===== src/rtl/traceback_unit_if.sv =====
// Aligned-pair output stream of the traceback unit (valid/ready).
interface traceback_unit_if;
    logic       out_valid;
    logic       out_ready;
    logic [2:0] out_a;
    logic [2:0] out_b;
    logic [1:0] out_op;

    modport master (output out_valid, out_a, out_b, out_op, input out_ready);
    modport slave  (input out_valid, out_a, out_b, out_op, output out_ready);
endinterface


===== src/rtl/traceback_unit.sv =====
// Needleman-Wunsch traceback: walks direction RAM from (N,N) to (0,0) and
// streams aligned symbol pairs, end of the alignment first.
module traceback_unit #(
    parameter int N           = 128,
    parameter int BitAddr     = $clog2(N+1),
    parameter int addr_lenght = $clog2(((N+1)*(N+1))-1)
) (
    input  logic                   clk,
    input  logic                   rst,
    input  logic                   start,
    output logic [addr_lenght-1:0] dir_addr,
    input  logic [2:0]             dir_rdata,
    output logic [BitAddr:0]       seq_addr_a,
    output logic [BitAddr:0]       seq_addr_b,
    input  logic [2:0]             seq_a,
    input  logic [2:0]             seq_b,
    traceback_unit_if.master       ob,
    output logic                   busy,
    output logic                   done,
    output logic                   err,
    output logic [BitAddr+1:0]     len
);
    typedef enum logic [2:0] {S_IDLE, S_ADDR, S_DATA, S_EMIT, S_FIN} state_e;
    typedef enum logic [1:0] {OP_DIAG = 2'b00, OP_UP = 2'b01, OP_LEFT = 2'b10} op_e;

    localparam logic [2:0]             GAP        = 3'b111;
    localparam logic [BitAddr:0]       IDX_N      = (BitAddr+1)'(N);
    localparam logic [BitAddr:0]       IDX_ONE    = (BitAddr+1)'(1);
    localparam logic [BitAddr+1:0]     LEN_ONE    = (BitAddr+2)'(1);
    localparam logic [addr_lenght-1:0] ADDR_LAST  = addr_lenght'((N+1)*(N+1)-1);
    localparam logic [addr_lenght-1:0] STEP_DIAG  = addr_lenght'(N+2);
    localparam logic [addr_lenght-1:0] STEP_UP    = addr_lenght'(N+1);
    localparam logic [addr_lenght-1:0] STEP_LEFT  = addr_lenght'(1);

    state_e                 r_state, w_next;
    op_e                    r_op, w_op;
    logic [BitAddr:0]       r_i, r_j, w_ni, w_nj;
    logic [addr_lenght-1:0] r_addr, w_step;
    logic [2:0]             r_a, r_b;
    logic [BitAddr+1:0]     r_len;
    logic                   r_busy, r_done, r_err;
    logic                   w_bad, w_hs, w_last;

    assign w_hs   = (r_state == S_EMIT) && ob.out_ready;
    assign w_last = (w_ni == '0) && (w_nj == '0);

    // Boundary rows/columns override the stored symbol; interior ties go diag.
    always_comb begin
        w_op  = OP_DIAG;
        w_bad = 1'b0;
        if (r_j == '0)        w_op = OP_UP;
        else if (r_i == '0)   w_op = OP_LEFT;
        else if (dir_rdata[0]) w_op = OP_DIAG;
        else if (dir_rdata[1]) w_op = OP_UP;
        else if (dir_rdata[2]) w_op = OP_LEFT;
        else                   w_bad = 1'b1;
    end

    always_comb begin
        w_ni   = r_i;
        w_nj   = r_j;
        w_step = STEP_LEFT;
        case (r_op)
            OP_DIAG: begin w_ni = r_i - IDX_ONE; w_nj = r_j - IDX_ONE; w_step = STEP_DIAG; end
            OP_UP:   begin w_ni = r_i - IDX_ONE; w_step = STEP_UP; end
            default: begin w_nj = r_j - IDX_ONE; w_step = STEP_LEFT; end
        endcase
    end

    always_ff @(posedge clk or negedge rst) begin
        if (!rst) r_state <= S_IDLE;
        else      r_state <= w_next;
    end

    always_comb begin
        w_next = r_state;
        case (r_state)
            S_IDLE:  if (start) w_next = S_ADDR;
            S_ADDR:  w_next = S_DATA;
            S_DATA:  w_next = w_bad ? S_FIN : S_EMIT;
            S_EMIT:  if (w_hs) w_next = w_last ? S_FIN : S_ADDR;
            S_FIN:   if (!start) w_next = S_IDLE;
            default: w_next = S_IDLE;
        endcase
    end

    always_ff @(posedge clk or negedge rst) begin
        if (!rst) begin
            r_i    <= '0;
            r_j    <= '0;
            r_addr <= '0;
            r_op   <= OP_DIAG;
            r_a    <= '0;
            r_b    <= '0;
            r_len  <= '0;
            r_busy <= 1'b0;
            r_done <= 1'b0;
            r_err  <= 1'b0;
        end else begin
            case (r_state)
                S_IDLE: if (start) begin
                    r_i    <= IDX_N;
                    r_j    <= IDX_N;
                    r_addr <= ADDR_LAST;
                    r_len  <= '0;
                    r_busy <= 1'b1;
                    r_done <= 1'b0;
                    r_err  <= 1'b0;
                end
                S_DATA: if (w_bad) begin
                    r_err  <= 1'b1;
                    r_done <= 1'b1;
                    r_busy <= 1'b0;
                end else begin
                    r_op <= w_op;
                    r_a  <= (w_op == OP_LEFT) ? GAP : seq_a;
                    r_b  <= (w_op == OP_UP)   ? GAP : seq_b;
                end
                // Indices and address move only on an accepted pair.
                S_EMIT: if (w_hs) begin
                    r_len  <= r_len + LEN_ONE;
                    r_i    <= w_ni;
                    r_j    <= w_nj;
                    r_addr <= r_addr - w_step;
                    if (w_last) begin
                        r_done <= 1'b1;
                        r_busy <= 1'b0;
                    end
                end
                default: ;
            endcase
        end
    end

    assign dir_addr     = r_addr;
    assign seq_addr_a   = r_i;
    assign seq_addr_b   = r_j;
    assign ob.out_valid = (r_state == S_EMIT);
    assign ob.out_a     = r_a;
    assign ob.out_b     = r_b;
    assign ob.out_op    = r_op;
    assign busy         = r_busy;
    assign done         = r_done;
    assign err          = r_err;
    assign len          = r_len;
endmodule


===== src/flat_wrapper.sv =====
// flat-port wrapper written by rule: the top's interface ports become plain ports
module traceback_unit_flat 
#(
    parameter int N           = 128,
    parameter int BitAddr     = $clog2(N+1),
    parameter int addr_lenght = $clog2(((N+1)*(N+1))-1)
)
  (clk, rst, start, dir_addr, dir_rdata, seq_addr_a, seq_addr_b, seq_a, seq_b, busy, done, err, len, ob_out_valid, ob_out_a, ob_out_b, ob_out_op, ob_out_ready);
  traceback_unit_if ob_i ();
  input  logic clk;
  input  logic rst;
  input  logic start;
  output logic [addr_lenght-1:0] dir_addr;
  input  logic [2:0] dir_rdata;
  output logic [BitAddr:0] seq_addr_a;
  output logic [BitAddr:0] seq_addr_b;
  input  logic [2:0] seq_a;
  input  logic [2:0] seq_b;
  output logic busy;
  output logic done;
  output logic err;
  output logic [BitAddr+1:0] len;
  output wire logic [$bits(ob_i.out_valid)-1:0] ob_out_valid;
  output wire logic [$bits(ob_i.out_a)-1:0] ob_out_a;
  output wire logic [$bits(ob_i.out_b)-1:0] ob_out_b;
  output wire logic [$bits(ob_i.out_op)-1:0] ob_out_op;
  input wire logic [$bits(ob_i.out_ready)-1:0] ob_out_ready;
  assign ob_out_valid = ob_i.out_valid;
  assign ob_out_a = ob_i.out_a;
  assign ob_out_b = ob_i.out_b;
  assign ob_out_op = ob_i.out_op;
  assign ob_i.out_ready = ob_out_ready;
  traceback_unit #(.N(N), .BitAddr(BitAddr), .addr_lenght(addr_lenght)) u_core (.clk(clk), .rst(rst), .start(start), .dir_addr(dir_addr), .dir_rdata(dir_rdata), .seq_addr_a(seq_addr_a), .seq_addr_b(seq_addr_b), .seq_a(seq_a), .seq_b(seq_b), .ob(ob_i), .busy(busy), .done(done), .err(err), .len(len));
endmodule

===== config.mk =====
export PLATFORM = sky130hd
export DESIGN_NAME = traceback_unit_flat
export DESIGN_NICKNAME = d
export VERILOG_FILES = /design/src/rtl/traceback_unit_if.sv /design/src/rtl/traceback_unit.sv /design/src/flat_wrapper.sv
export SDC_FILE = /design/constraint.sdc
export NUM_CORES = 1
export LEC_CHECK = 0
export CAP_MARGIN = 0
export CORE_ASPECT_RATIO = 0.7
export CORE_UTILIZATION = 30
export DETAILED_ROUTE_END_ITERATION = 12
export DONT_BUFFER_PORTS = 1
export GPL_TIMING_DRIVEN = 1
export SLEW_MARGIN = 20
export SYNTH_ARGS = -nofsm -noshare
export SYNTH_HDL_FRONTEND = slang
export SYNTH_SLANG_ARGS = --single-unit

===== constraint.sdc =====
create_clock -name clk -period 5.4 [get_ports clk]
set_input_delay 1.08 -clock clk [delete_from_list [all_inputs] [get_ports clk]]
set_output_delay 1.08 -clock clk [all_outputs]
set_load 0.005 [all_outputs]

# After elaboration in Yosys (flattened, before gate mapping)
# Cells that the tools add are included.
# Widths: inputs -> output; s select.
word_totals:
  in_bits: 13
  elab_cells: 88
  reg_bits: 57
op_classes:
  eq_ne: 12
  reduce_logical: 17
  mux: 43
  bitwise_logic: 1
  n_addsub: 4
ops:
  columns: ["operator", "n"]
  rows:
  - ["$mux 9", 5]
  - ["$logic_not 9->1", 4]
  - ["$pmux 9 s2", 2]
  - ["$mux 15", 2]
  - ["$pmux 15 s2", 1]
  - ["$mux 3", 7]
  - ["$mux 10", 2]
  - ["$pmux 10 s2", 1]
  - ["$sub 9x1->9 const B", 2]
  - ["$pmux 8 s2", 1]
  - ["$pmux 3 s5", 1]
  - ["$sub 15x8->15", 1]
  - ["$mux 1", 13]
  - ["$add 10x1->10 const B", 1]
  - ["$mux 2", 5]
  - ["$reduce_and 3->1", 3]
  - ["$eq 3x2->1 const B", 2]
  - ["$ne 2x1->1 const B", 3]
  - ["$pmux 1 s3", 2]
  - ["$reduce_and 5->1", 1]
  - ["$eq 2x1->1 const B", 2]
  - ["$ne 2x2->1 const B", 2]
  - ["$reduce_bool 2->1", 2]
  - ["$eq 3x1->1 const B", 1]
  - ["other kinds (10)", 11]

# Longest topological paths before layout
# Gate-level depths: netlist of the first run.
depth:
  depth_word: 8
  ltp_mapped: 10

# Worst setup path before layout of the first run
# No wires, ideal clock.
synth_path:
  kind: "flip-flop to flip-flop"
  from: "register u_core.r_op[1] (netlist: u_core.ob.out_op[1])"
  to: "register u_core.r_addr[12] (netlist: u_core.dir_addr[12])"
  stages_incl_launch_ff: 11
  required_time_ns: 5.268
  setup_slack_ns: 2.812
  arrival_time_ns: 2.456
  period_less_slack_ns: 2.588
  n_path_buf: 1
  setup_time_ns: 0.132
  path_cell_list: "dfrtp_1 clkbuf_1 or2_2 ha_1 inv_1 fa_1 o41ai_1 nand4b_1 nor3_1 xnor2_1 nor2_1"
synth_between:
  elab_chain_len: 5
  word_cells_on_any_way: 6
  cone_classes: "1 x add/sub; 1 x eq/ne; 3 x mux; 1 x reduce/logical"
synth_lines:
  columns: ["element", "line", "rtl"]
  rows:
  - ["start: declaration", "traceback_unit.sv:36", "op_e r_op, w_op;"]
  - ["start signal: assignment", "traceback_unit.sv:115", "r_op <= w_op;"]
  - ["$eq 2x1->1 or $logic_not 2->1 (tied branches)", "traceback_unit.sv:63", "case (r_op)"]
  - ["$pmux 8 s2 *", "traceback_unit.sv:63", null]
  - ["$sub 15x8->15 *", "traceback_unit.sv:124", "r_addr <= r_addr - w_step;"]
  - ["$mux 15 *", "traceback_unit.sv:120", "S_EMIT: if (w_hs) begin"]
  - ["$pmux 15 s2 *", "traceback_unit.sv:100", "case (r_state)"]
  - ["end signal: assignment", "traceback_unit.sv:124", null]
  - ["end: declaration", "traceback_unit.sv:38", "logic [addr_lenght-1:0] r_addr, w_step;"]
# Every way passes the cells marked *; elsewhere a longest branch is shown, timed or not. The select of a mux whose other input is x is not followed.
# A chain may end at the register's enable or synchronous reset.

# Worst setup path after layout of the first run
# Same ends and word-level chain as after synthesis.

==> results.md, run 1 <==
* Final Hold Viols at 0
* Global-route wire length before repair at 13.6 mm
* Initial core utilization at 0.310
* Main flop type after synthesis: dfrtp_1
* Drt first pass iters at 9
* Post-CTS sizing at 0
* Initial antenna violation count at 0
* Die height at 88.5 um
* Cells after Synth at 345
* Post-synth net total at about 370
* CTS tree: yes
* Unrepaired setup endpoints after global routing: no
* Ant. Diodes at 0
* Die width at about 130 um
* Antenna-violating nets left at 0
* Max Fclk at between 300 and 400 MHz
* Nets@finish at approximately 360
* WL per Instance at 17.3 um
* Number of synthesized flops with an enable pin at 0
* Syn Area/Cell at about 9.3 um^2
* Vias at 2,511
* CTS clock-pin slew for the worst setup and hold paths at ~0.05 ns
* GPL Wtd Cong at between 0.7 and 0.8
* Crit path DAT at roughly 3.1 ns
* Clk sink count at 57
* Max Buffers Root-to-Sink at 2
* Top-count cell post-synth: dfrtp_1
* Yosys warns at 0
* H-tree Lvls at 3
* Crit start category: flop
* Post-synth top cells: dfrtp_1, nand2_1, nor2_1
* Layout cells sized above 1 at 0.0727
* Max-cap viol count at 0
* Crit Path Max Fanout at 16
* Hpwl dp at just under 6 mm
* Setup Skew at about 0.0047 ns
* Core outline area at roughly 0.010 mm^2
* Status: finished with violations
* Tightest Pin Transition at 0.865 ns
* WP data required at between 5 and 6 ns
* Synth top area share at 0.445
* Clk_lat worst skew at 0.32 ns
* Rows at 31
* Class of the most critical setup path: flop to flop
* Die area at roughly 0.011 mm^2
* Worst Setup End Kind: flop
* Grt total ovfl at 0
* Crit share post-route at 0.537
* Minimum clock period at between 2 and 3 ns
* WL final at between 8 and 9 mm
* Synth async-reset ratio at 1.00
* Slew Limit Fails at 0
* Seq/Total Area, Yosys at 0.445
* Leak at roughly 1.5 nW
* Power per cell area at roughly 640 mW/mm^2
* Cell taking the most area after synthesis: dfrtp_1
* GRT Overall Usage at 0.162
* Endpoints failing setup at 0
* Slew headroom at 0.416
* Hold_buf cts at 0
* Post-synth cell types at 59
* Fillers at roughly 1,100
* Area of the multi-input gates at around 0.0016 mm^2
* Violated checks: design-rule violations
* Vias in the first global route at approximately 2,500
* TritonCTS Buffers at 9
* Max VDD drop at roughly 0.23 mV
* Largest net degree at the start of global routing at 58
* Post CTS Setup Buffer Count at 0
* Register area at between 0.001 and 0.0015 mm^2
* Synth-to-Final Area Change at 11.6%
* Top post-synthesis cells by area: dfrtp_1, nand2_1, nor2_1
* Port bufs at 0
* DR vias/cell at 5.28
* Worst Hold Class: primary input to asynchronous set/reset pin
* Starting DRC count in detailed routing at ~160
* Setup TNS at 0 ns
* Area of the mapped netlist at approximately 0.0032 mm^2
* FF+latch count, synth at 57
* DRC viols at 7
* I/O pin count at 68
* Root buf cell: clkbuf_16
* Final hold slack at approximately 0.45 ns
* Post-Layout Inst Area at between 0.003 and 0.004 mm^2
* Area of placed instances at roughly 0.0033 mm^2
[cells in the final DEF (no fill, tap or decap), drive strengths merged, types with 3 or more instances in the layout]
master and n:
nand2 40, ha 8, o21ai 26, inv 10
nand4 4, nor3 6, or2 4, o32ai 4
dfrtp 57, xor2 13, nor4 8, nor2 38
and4 3, nor2b 6, clkbuf 12, and3 6
or3 3, o22a 6, xnor2 13, a21oi 18
nand3 9, a31oi 3, and2 3
[per-stage QoR]
stage | utilization | setup WS, ns | total power, W | cells
CTS | 0.346 | 2.47 | 0.00233 | 476
detailed placement | 0.317 | 2.50 | 0.00174 | 461
finish | 0.346 | 2.50 | 0.00230 | 476
floorplan | - | 2.81 | 0.00153 | 345
global route | 0.346 | 2.24 | 0.00250 | 476
global placement | 0.317 | 2.59 | 0.00172 | 461
[critical path, cell delays in order, from the launching register on]
cell      delay [ns]
dfrtp_1         0.68
or2_2           0.25
ha_1            0.16
inv_1           0.05
fa_1            0.42
o41ai_1         0.51
nand4b_1        0.25
nor3_1          0.24
xnor2_1         0.16
nor2_1          0.05
[layer usage]
metal / wire [um] / part of all wire / GRT usage / up-vias
li1: - / - / - / 1224
met2: 3510 / 0.43 / 0.246 / 81
met1: 3760 / 0.46 / 0.207 / 1196
met4: 99 / 0.012 / 0.0521 / 0
met5: 0 / 0 / 0 / -
met3: 872 / 0.11 / 0.0719 / 10
[power by group]
| group | leakage, nW | internal [W] | switching, W |
|---|---|---|---|
| Clock | 0.148 | 0.000378 | 0.000189 |
| Combinational | 0.627 | 0.000378 | 0.000500 |
| Sequential | 0.722 | 0.000575 | 0.000282 |
[path summary, 6_finish.rpt]
path,from,end,slack [ns],depth (start not counted)
min in group clk,u_core.ob.out_b[0]$_DFFE_PN0P_,u_core.ob.out_b[0]$_DFFE_PN0P_,0.52,1
min reg2reg,u_core.ob.out_b[0]$_DFFE_PN0P_,u_core.ob.out_b[0]$_DFFE_PN0P_,0.52,1
max in group asynchronous,rst,u_core.err$_DFFE_PN0P_,4.83,0
max,u_core.ob.out_op[1]$_DFFE_PN0P_,u_core.dir_addr[12]$_DFFE_PN0P_,2.50,9
max reg2reg,u_core.ob.out_op[1]$_DFFE_PN0P_,u_core.dir_addr[12]$_DFFE_PN0P_,2.50,9
min,rst,u_core.seq_addr_b[0]$_DFFE_PN0P_,0.45,0
[sequential cells by signal, summed over array words and instances (netlist names)]
register,cells
u_core.seq_addr_b,9
u_core.r_state,3
u_core.dir_addr,15
u_core.ob.out_op,2
u_core.busy,1
u_core.done,1
u_core.ob.out_b,3
u_core.len,10
u_core.ob.out_a,3
u_core.err,1
u_core.seq_addr_a,9
[final cells by class]
cell class                      count  share of cell area
Multi-Input combinational cell    261               0.460
Sequential cell                    57               0.398
Clock buffer                       12              0.0717
Tap cell                          132              0.0461
Clock inverter                      3              0.0112
Inverter                           10              0.0105
Timing Repair Buffer                1             0.00210
[logic make-up after synthesis]
family,synth area share
adders and majority gates,0.0374
DFF,0.445
and+or+nand+nor,0.242
buffers and inverters,0.0421
xor gates and xnor gates,0.0710
AOI/OAI and AO/OA,0.163
Power figures use the tool's default switching activity.
==> inputs of run 2 (changes only) <==
==> constraint.sdc (replaced) <==
create_clock -name clk -period 2.5 [get_ports clk]
set_input_delay 0.5 -clock clk [delete_from_list [all_inputs] [get_ports clk]]
set_output_delay 0.5 -clock clk [all_outputs]
set_load 0.005 [all_outputs]
==> run 2 against run 1 <==
Effect of this change:
- the flow still finishes with violations (design-rule violations)
- sequential cell count is the same
- first-iteration DRC count increased by 10%
- design area up 3.3%
- largest power group unchanged
- clock power up 91%
- critical endpoint is now u_core.dir_addr[13]$_DFFE_PN0P_
- setup slack got worse by 2.4 ns
- highest routed layer unchanged
- wire length up 3.7%
- cell count grew 3.6%
- power increased by 120%
- critical path depth shrank 1
- worst hold slack worse by 0.41 ns
==> results.md, run 2 (same netlist as run 1, synthesis figures left out) <==
* Clk_lat worst skew at 0.32 ns (about the same)
* Switching share of power at 0.427 (+0.00475)
* TritonCTS Buffers at 9 (unchanged)
* Crit Path Max Fanout at 4 (-12)
* Core outline area at 0.0104 mm^2 (unchanged)
* Final Hold Viols at 0 (unchanged)
* CTS clock-pin slew for the worst setup and hold paths at 0.05 ns (about the same)
* Max-cap viol count at 0 (unchanged)
* Setup WS pre-CTS at 0.123 ns (-2.37 ns)
* Clk sink count at 57 (unchanged)
* Seq pwr share at 0.337 (-0.035)
* Comb pwr share at 0.449 (+0.068)
* GRT Overall Usage at 0.159 (-0.00291)
* Int Power at 0.00291 W (+120%)
* DR vias/cell at 5.32 (+0.94%)
* Depth of the most critical reg-to-reg path at 8 (-1)
* Commonest cells after routing, fill and taps aside: dfrtp_1, nand2_1, nor2_1, o21ai_0, a21oi_1
* Leak at 1.57 nW (+4.7%)
* Setup Skew at 0.0103 ns (+0.00561 ns)
* Status: finished with violations
* Post CTS Setup Buffer Count at 0 (unchanged)
* Initial antenna violation count at 0 (unchanged)
* Starting DRC count in detailed routing at 179 (+10%)
* Minimum clock period at 2.37 ns (-0.528 ns)
* Global-route wire length before repair at 13.3 mm (-1.8%)
* Max Fclk at 422 MHz (+22%)
* Worst Setup End Kind: flop
* Max Buffers Root-to-Sink at 2 (unchanged)
* Vias at 2,625 (+4.5%)
* Crit start category: flop
* WL per Instance at 17.3 um (+0.14%)
* Number of flip-flops in the largest register at 15 (unchanged)
* CTS tree: yes
* Endpoints failing setup at 0 (unchanged)
* Ant. Diodes at 0 (unchanged)
* Area of placed instances at 0.00341 mm^2 (+3.9%)
* Power per cell area at 1370 mW/mm^2 (+110%)
* Drt first pass iters at 8 (-1)
* Clock share of power at 0.213 (-0.033)
* Rows at 31 (unchanged)
* Crit path DAT at 2.54 ns (-0.53 ns)
* Vias in the first global route at 2,406 (-4.4%)
* R2R Path End: u_core.dir_addr[13]$_DFFE_PN0P_
* H-tree Lvls at 3 (unchanged)
* Worst setup margin at 0.128 ns (-2.37 ns)
* Reg2reg setup slack at 0.13 ns (-2.37 ns)
* Tightest Pin Transition at 0.804 ns (-0.0614 ns)
* Class of the most critical setup path: flop to flop
* Max VDD drop at 0.436 mV (+86%)
* Slew headroom at 0.457 (+0.0414)
* Post-Layout Inst Area at 0.00370 mm^2 (+3.3%)
* Post-CTS sizing at 0 (unchanged)
* Fillers at 1,026 (-2.4%)
* DRC viols at 7 (unchanged)
* Worst Hold Class: primary input to asynchronous set/reset pin
* WP data required at 2.66 ns (-2.91 ns)
* WL final at 8.55 mm (+3.7%)
* Violated checks: design-rule violations
* Die width at 126 um (unchanged)
* Synth-to-Final Area Change at 15.2%
* Antenna-violating nets left at 0 (unchanged)
* Crit share post-route at 0.949 (+0.412)
* Setup TNS at 0 ns (unchanged)
* Unrepaired setup endpoints after global routing: no
* Critical path launch point: u_core.ob.out_op[1]$_DFFE_PN0P_
* Nets@finish at 379 (+4.7%)
* Root buf cell: clkbuf_16
* Largest net degree at the start of global routing at 58 (unchanged)
* Die area at 0.0111 mm^2 (unchanged)
* Die height at 88.5 um (unchanged)
* Reg2Reg Launch Point: u_core.ob.out_op[1]$_DFFE_PN0P_
* Hpwl dp at 6.10 mm (+5.6%)
* Slew Limit Fails at 0 (unchanged)
* Initial core utilization at 0.310 (unchanged)
* Layout cells sized above 1 at 0.108 (+0.0354)
* GPL Wtd Cong at 0.836 (+7.9%)
* Grt total ovfl at 0 (unchanged)
* Commonest non-fill, non-tap cell in the layout: dfrtp_1
* I/O pin count at 68 (unchanged)
* Psw at 0.00216 W (+120%)
* Port bufs at 0 (unchanged)
==> run 2: layout make-up <==
cell class	instances	area, um^2	area share
Inverter	10	37.5	0.0102
Sequential cell	57	1430	0.386
Tap cell	132	165	0.0447
Timing Repair Buffer	18	155	0.0420
Multi-Input combinational cell	261	1650	0.448
Clock buffer	15	258	0.0697
==> run 2: worst max path at each step <==
stage                                            endpoint  cells after the start
after floorplan           u_core.dir_addr[12]$_DFFE_PN0P_                      8
after global placement    u_core.dir_addr[12]$_DFFE_PN0P_                      7
after detailed placement  u_core.dir_addr[13]$_DFFE_PN0P_                      8
after CTS                 u_core.dir_addr[12]$_DFFE_PN0P_                      7
after global routing        u_core.r_state[0]$_DFFE_PN0P_                      8
final                     u_core.dir_addr[13]$_DFFE_PN0P_                      8
==> run 2: worst max-delay path, cell delays in order (launching register included) <==
cell      delay (ns)
dfrtp_1         0.37
or2_2           0.34
ha_1            0.28
nand2b_1        0.09
nand3_1         0.16
a2111o_1        0.52
nor4_2          0.25
xnor2_1         0.16
nor2_1          0.06
==> run 2: timing repair <==
item                                   CTS  global route
setup endpoints to repair                0             1
endpoints found under the hold margin   57             0
hold buffers                             1             0
==> run 2: through the flow <==
step	util	std cells	total power, W	hold WS [ns]
3_3_place_gp	0.329	477	0.00391	0.206
5_1_grt	0.357	493	0.00548	0.0633
3_5_place_dp	0.329	477	0.00397	0.206
6_report	0.357	493	0.00507	0.0430
4_1_cts	0.357	493	0.00512	0.0518
2_1_floorplan	-	345	0.00332	0.204
==> run 2: power by group through the flow <==
stage | combinational [W] | clock [W] | sequential, W
after floorplan | 0.00173 | 0 | 0.00159
after global placement | 0.00220 | 0 | 0.00171
after detailed placement | 0.00225 | 0 | 0.00173
after CTS | 0.00229 | 0.00111 | 0.00171
after global routing | 0.00256 | 0.00115 | 0.00177
final | 0.00228 | 0.00108 | 0.00171
==> run 2: routing by layer <==
layer  wire length [um]  global-route usage  up-vias  share of wire
li1                   -                   -     1256              -
met2               3710               0.236       85           0.43
met5                  0                   0        -              0
met1               3980               0.204     1278           0.47
met4                 51              0.0510        0         0.0060
met3                802              0.0774        6          0.094
==> inputs of run 3 (changes only) <==
--- a/config.mk
+++ b/config.mk
@@ -7,10 +7,11 @@
 export LEC_CHECK = 0
 export CAP_MARGIN = 0
 export CORE_ASPECT_RATIO = 0.7
-export CORE_UTILIZATION = 30
+export CORE_UTILIZATION = 57
 export DETAILED_ROUTE_END_ITERATION = 12
 export DONT_BUFFER_PORTS = 1
 export GPL_TIMING_DRIVEN = 1
+export PLACE_DENSITY = 0.75
 export SLEW_MARGIN = 20
 export SYNTH_ARGS = -nofsm -noshare
 export SYNTH_HDL_FRONTEND = slang
==> run 3 against run 2 <==
Effect of this change:
- the run now ends clean
- critical path depth did not move
- fmax rose by 2.6%
- setup slack improved by 0.060 ns
- critical endpoint is now u_core.r_state[0]$_DFFE_PN0P_
- largest cell class unchanged
==> results.md, run 3 (same netlist as run 1, synthesis figures left out) <==
* Critical path buffers and inverters at 1 (+1)
* Nets@finish at 375 (-1.1%)
* Slowest CP cell: or4b_1
* R2R Path End: u_core.r_state[0]$_DFFE_PN0P_
* Int Power at 0.00259 W (-11%)
* WL final at 7.45 mm (-13%)
* Slew headroom at 0.447 (-0.0106)
* Commonest non-fill, non-tap cell in the layout: dfrtp_1
* CP peak stage delay at 0.51 ns (about the same)
* Max-cap viol count at 0 (unchanged)
* Seq pwr share at 0.360 (+0.023)
* Crit path DAT at 2.53 ns (about the same)
* Worst setup margin at 0.188 ns (+0.0600 ns)
* H-tree Lvls at 3 (unchanged)
* Final Non-Filler Cells at 430 (-13%)
* Hpwl dp at 5.20 mm (-15%)
* Endpoints failing setup at 0 (unchanged)
* Commonest cells after routing, fill and taps aside: dfrtp_1, nand2_1, nor2_1, o21ai_0, a21oi_1
* Tot Pwr at 0.00471 W (-7.1%)
* Slew Limit Fails at 0 (unchanged)
* Met3 WL post-DR at 656 um (-18%)
* Crit share post-route at 0.925 (-0.0240)
* Max Fclk at 433 MHz (+2.6%)
* Starting DRC count in detailed routing at 203 (+13%)
* GPL Wtd Cong at 0.867 (+3.7%)
* Die width at 91.7 um (-27%)
* Global-route wire length before repair at 12.5 mm (-6.3%)
* Setup WS pre-CTS at 0.143 ns (+0.0198 ns)
* Area of the multi-input gates at 0.00166 mm^2 (+0.53%)
* Max VDD drop at 0.766 mV (+76%)
* Post CTS Setup Buffer Count at 0 (unchanged)
* DR WL met2 at 3.24 mm (-13%)
* Worst Hold Class: primary input to asynchronous set/reset pin
* Psw at 0.00212 W (-2.0%)
* Port bufs at 0 (unchanged)
* Root buf cell: clkbuf_8
* CTS tree: yes
* Antenna-violating nets left at 0 (unchanged)
* Vias at 2,603 (-0.84%)
* Vias in the first global route at 2,513 (+4.4%)
* Switching share of power at 0.450 (+0.0235)
* Area of placed instances at 0.00331 mm^2 (-3.1%)
* Depth of the most critical reg-to-reg path at 8 (unchanged)
* Drt first pass iters at 4 (-4)
* Setup TNS at 0 ns (unchanged)
* DR vias/cell at 6.05 (+14%)
* Layout cells sized above 1 at 0.120 (+0.0121)
* Minimum clock period at 2.31 ns (-0.0600 ns)
* Grt total ovfl at 0 (unchanged)
* Tightest Pin Transition at 0.820 ns (+0.0157 ns)
* Crit Path Max Fanout at 5 (+1)
* Ant. Diodes at 0 (unchanged)
* CTS clock-pin slew for the worst setup and hold paths at 0.07 ns (+0.02 ns)
* Unrepaired setup endpoints after global routing: no
* Leak at 1.51 nW (-3.4%)
* Clock share of power at 0.168 (-0.045)
* Die area at 0.00594 mm^2 (-47%)
* Critical path cell sequence: inv_1 > ha_2 > or4b_1 > nor4b_2 > a31oi_1 > o32ai_1 > and4_1 > a311oi_2
* Worst Setup End Kind: flop
* Power per cell area at 1340 mW/mm^2 (-2.6%)
* Rows at 22 (-29%)
* Clk sink count at 57 (unchanged)
* Top Metal Used: met4
* Final Hold Viols at 0 (unchanged)
* Reg2Reg Launch Point: u_core.seq_addr_a[1]$_DFFE_PN0P_
* Critical path's top delay family: simple AND/OR/NAND/NOR gates
* Fillers at 456 (-56%)
* Setup Skew at 0.00923 ns (-0.00111 ns)
* Met1 Routed Length at 3.46 mm (-13%)
* Reg2reg setup slack at 0.19 ns (+0.06 ns)
* GRT Overall Usage at 0.277 (+0.118)
* Max Buffers Root-to-Sink at 2 (unchanged)
* Clk_lat worst skew at 0.34 ns (+0.02 ns)
* Synth-to-Final Area Change at 9.83%
* Crit start category: flop
* Class of the most critical setup path: flop to flop
* Number of flip-flops in the largest register at 15 (unchanged)
* DP Cell Count at 413 (-13%)
* Die height at 64.8 um (-27%)
* DRC viols at 0 (-7)
* Status: completed
* I/O pin count at 68 (unchanged)
* TritonCTS Buffers at 9 (unchanged)
* Initial core utilization at 0.601 (+0.291)
* WL per Instance at 17.3 um (about the same)
* Largest net degree at the start of global routing at 58 (unchanged)
* Register area at 0.00143 mm^2 (unchanged)
* Core outline area at 0.00534 mm^2 (-48%)
* Initial antenna violation count at 0 (unchanged)
* WP data required at 2.72 ns (+0.06 ns)
* Comb pwr share at 0.472 (+0.023)
* Post-Layout Inst Area at 0.00352 mm^2 (-4.7%)
==> run 3: final cells by class <==
type	instances	area share
multi-input combinational	261	0.472
sequential	57	0.405
clock buffer	11	0.0430
timing repair buffer	14	0.0355
tap	72	0.0256
inverter	10	0.0107
clock inverter	5	0.00852
==> run 3: worst max-delay path by stage <==
stage               cells past startpoint  slack (ns)                             start                         endpoint
finish                                  8        0.19  u_core.seq_addr_a[1]$_DFFE_PN0P_    u_core.r_state[0]$_DFFE_PN0P_
CTS                                     7        0.13   u_core.ob.out_op[1]$_DFFE_PN0P_  u_core.dir_addr[12]$_DFFE_PN0P_
detailed placement                      7        0.14   u_core.ob.out_op[1]$_DFFE_PN0P_  u_core.dir_addr[12]$_DFFE_PN0P_
global placement                        7        0.22   u_core.ob.out_op[1]$_DFFE_PN0P_  u_core.dir_addr[12]$_DFFE_PN0P_
global route                            8        0.03  u_core.seq_addr_a[1]$_DFFE_PN0P_    u_core.r_state[0]$_DFFE_PN0P_
floorplan                               8        0.04   u_core.ob.out_op[1]$_DFFE_PN0P_  u_core.dir_addr[12]$_DFFE_PN0P_
==> run 3: worst register-to-register path, stage by stage (launching register included) <==
cell and delay (ns):
dfrtp_1 0.43, inv_1 0.13, ha_2 0.24, or4b_1 0.51
nor4b_2 0.24, a31oi_1 0.06, o32ai_1 0.18, and4_1 0.30
a311oi_2 0.10
==> run 3: metrics by stage <==
step	hold WS (ns)	utilization
after global placement	0.206	0.619
after CTS	0.0230	0.658
final	0.00508	0.660
after detailed placement	0.206	0.619
after global routing	0.0339	0.660
after floorplan	0.204	-
==> run 3: timing repair <==
| action | 4_1_cts | 5_1_grt |
|---|---|---|
| resized for setup | 0 | 2 |
| hold buffers | 1 | 0 |
| endpoints found under the setup margin | 0 | 4 |
| endpoints found under the hold margin | 57 | 0 |
==> run 3: metal layers <==
metal  vias up  track usage
met3        10        0.102
met4         0       0.0933
met1      1239        0.372
li1       1253            -
met5         -            0
met2       101        0.416
==> run 3: power by group through the flow <==
stage	registers (W)	logic [W]	clock network, W
finish	0.00169	0.00223	0.000791
global route	0.00175	0.00249	0.000842
CTS	0.00170	0.00220	0.000801
detailed placement	0.00171	0.00217	0
global placement	0.00169	0.00210	0
floorplan	0.00159	0.00173	0
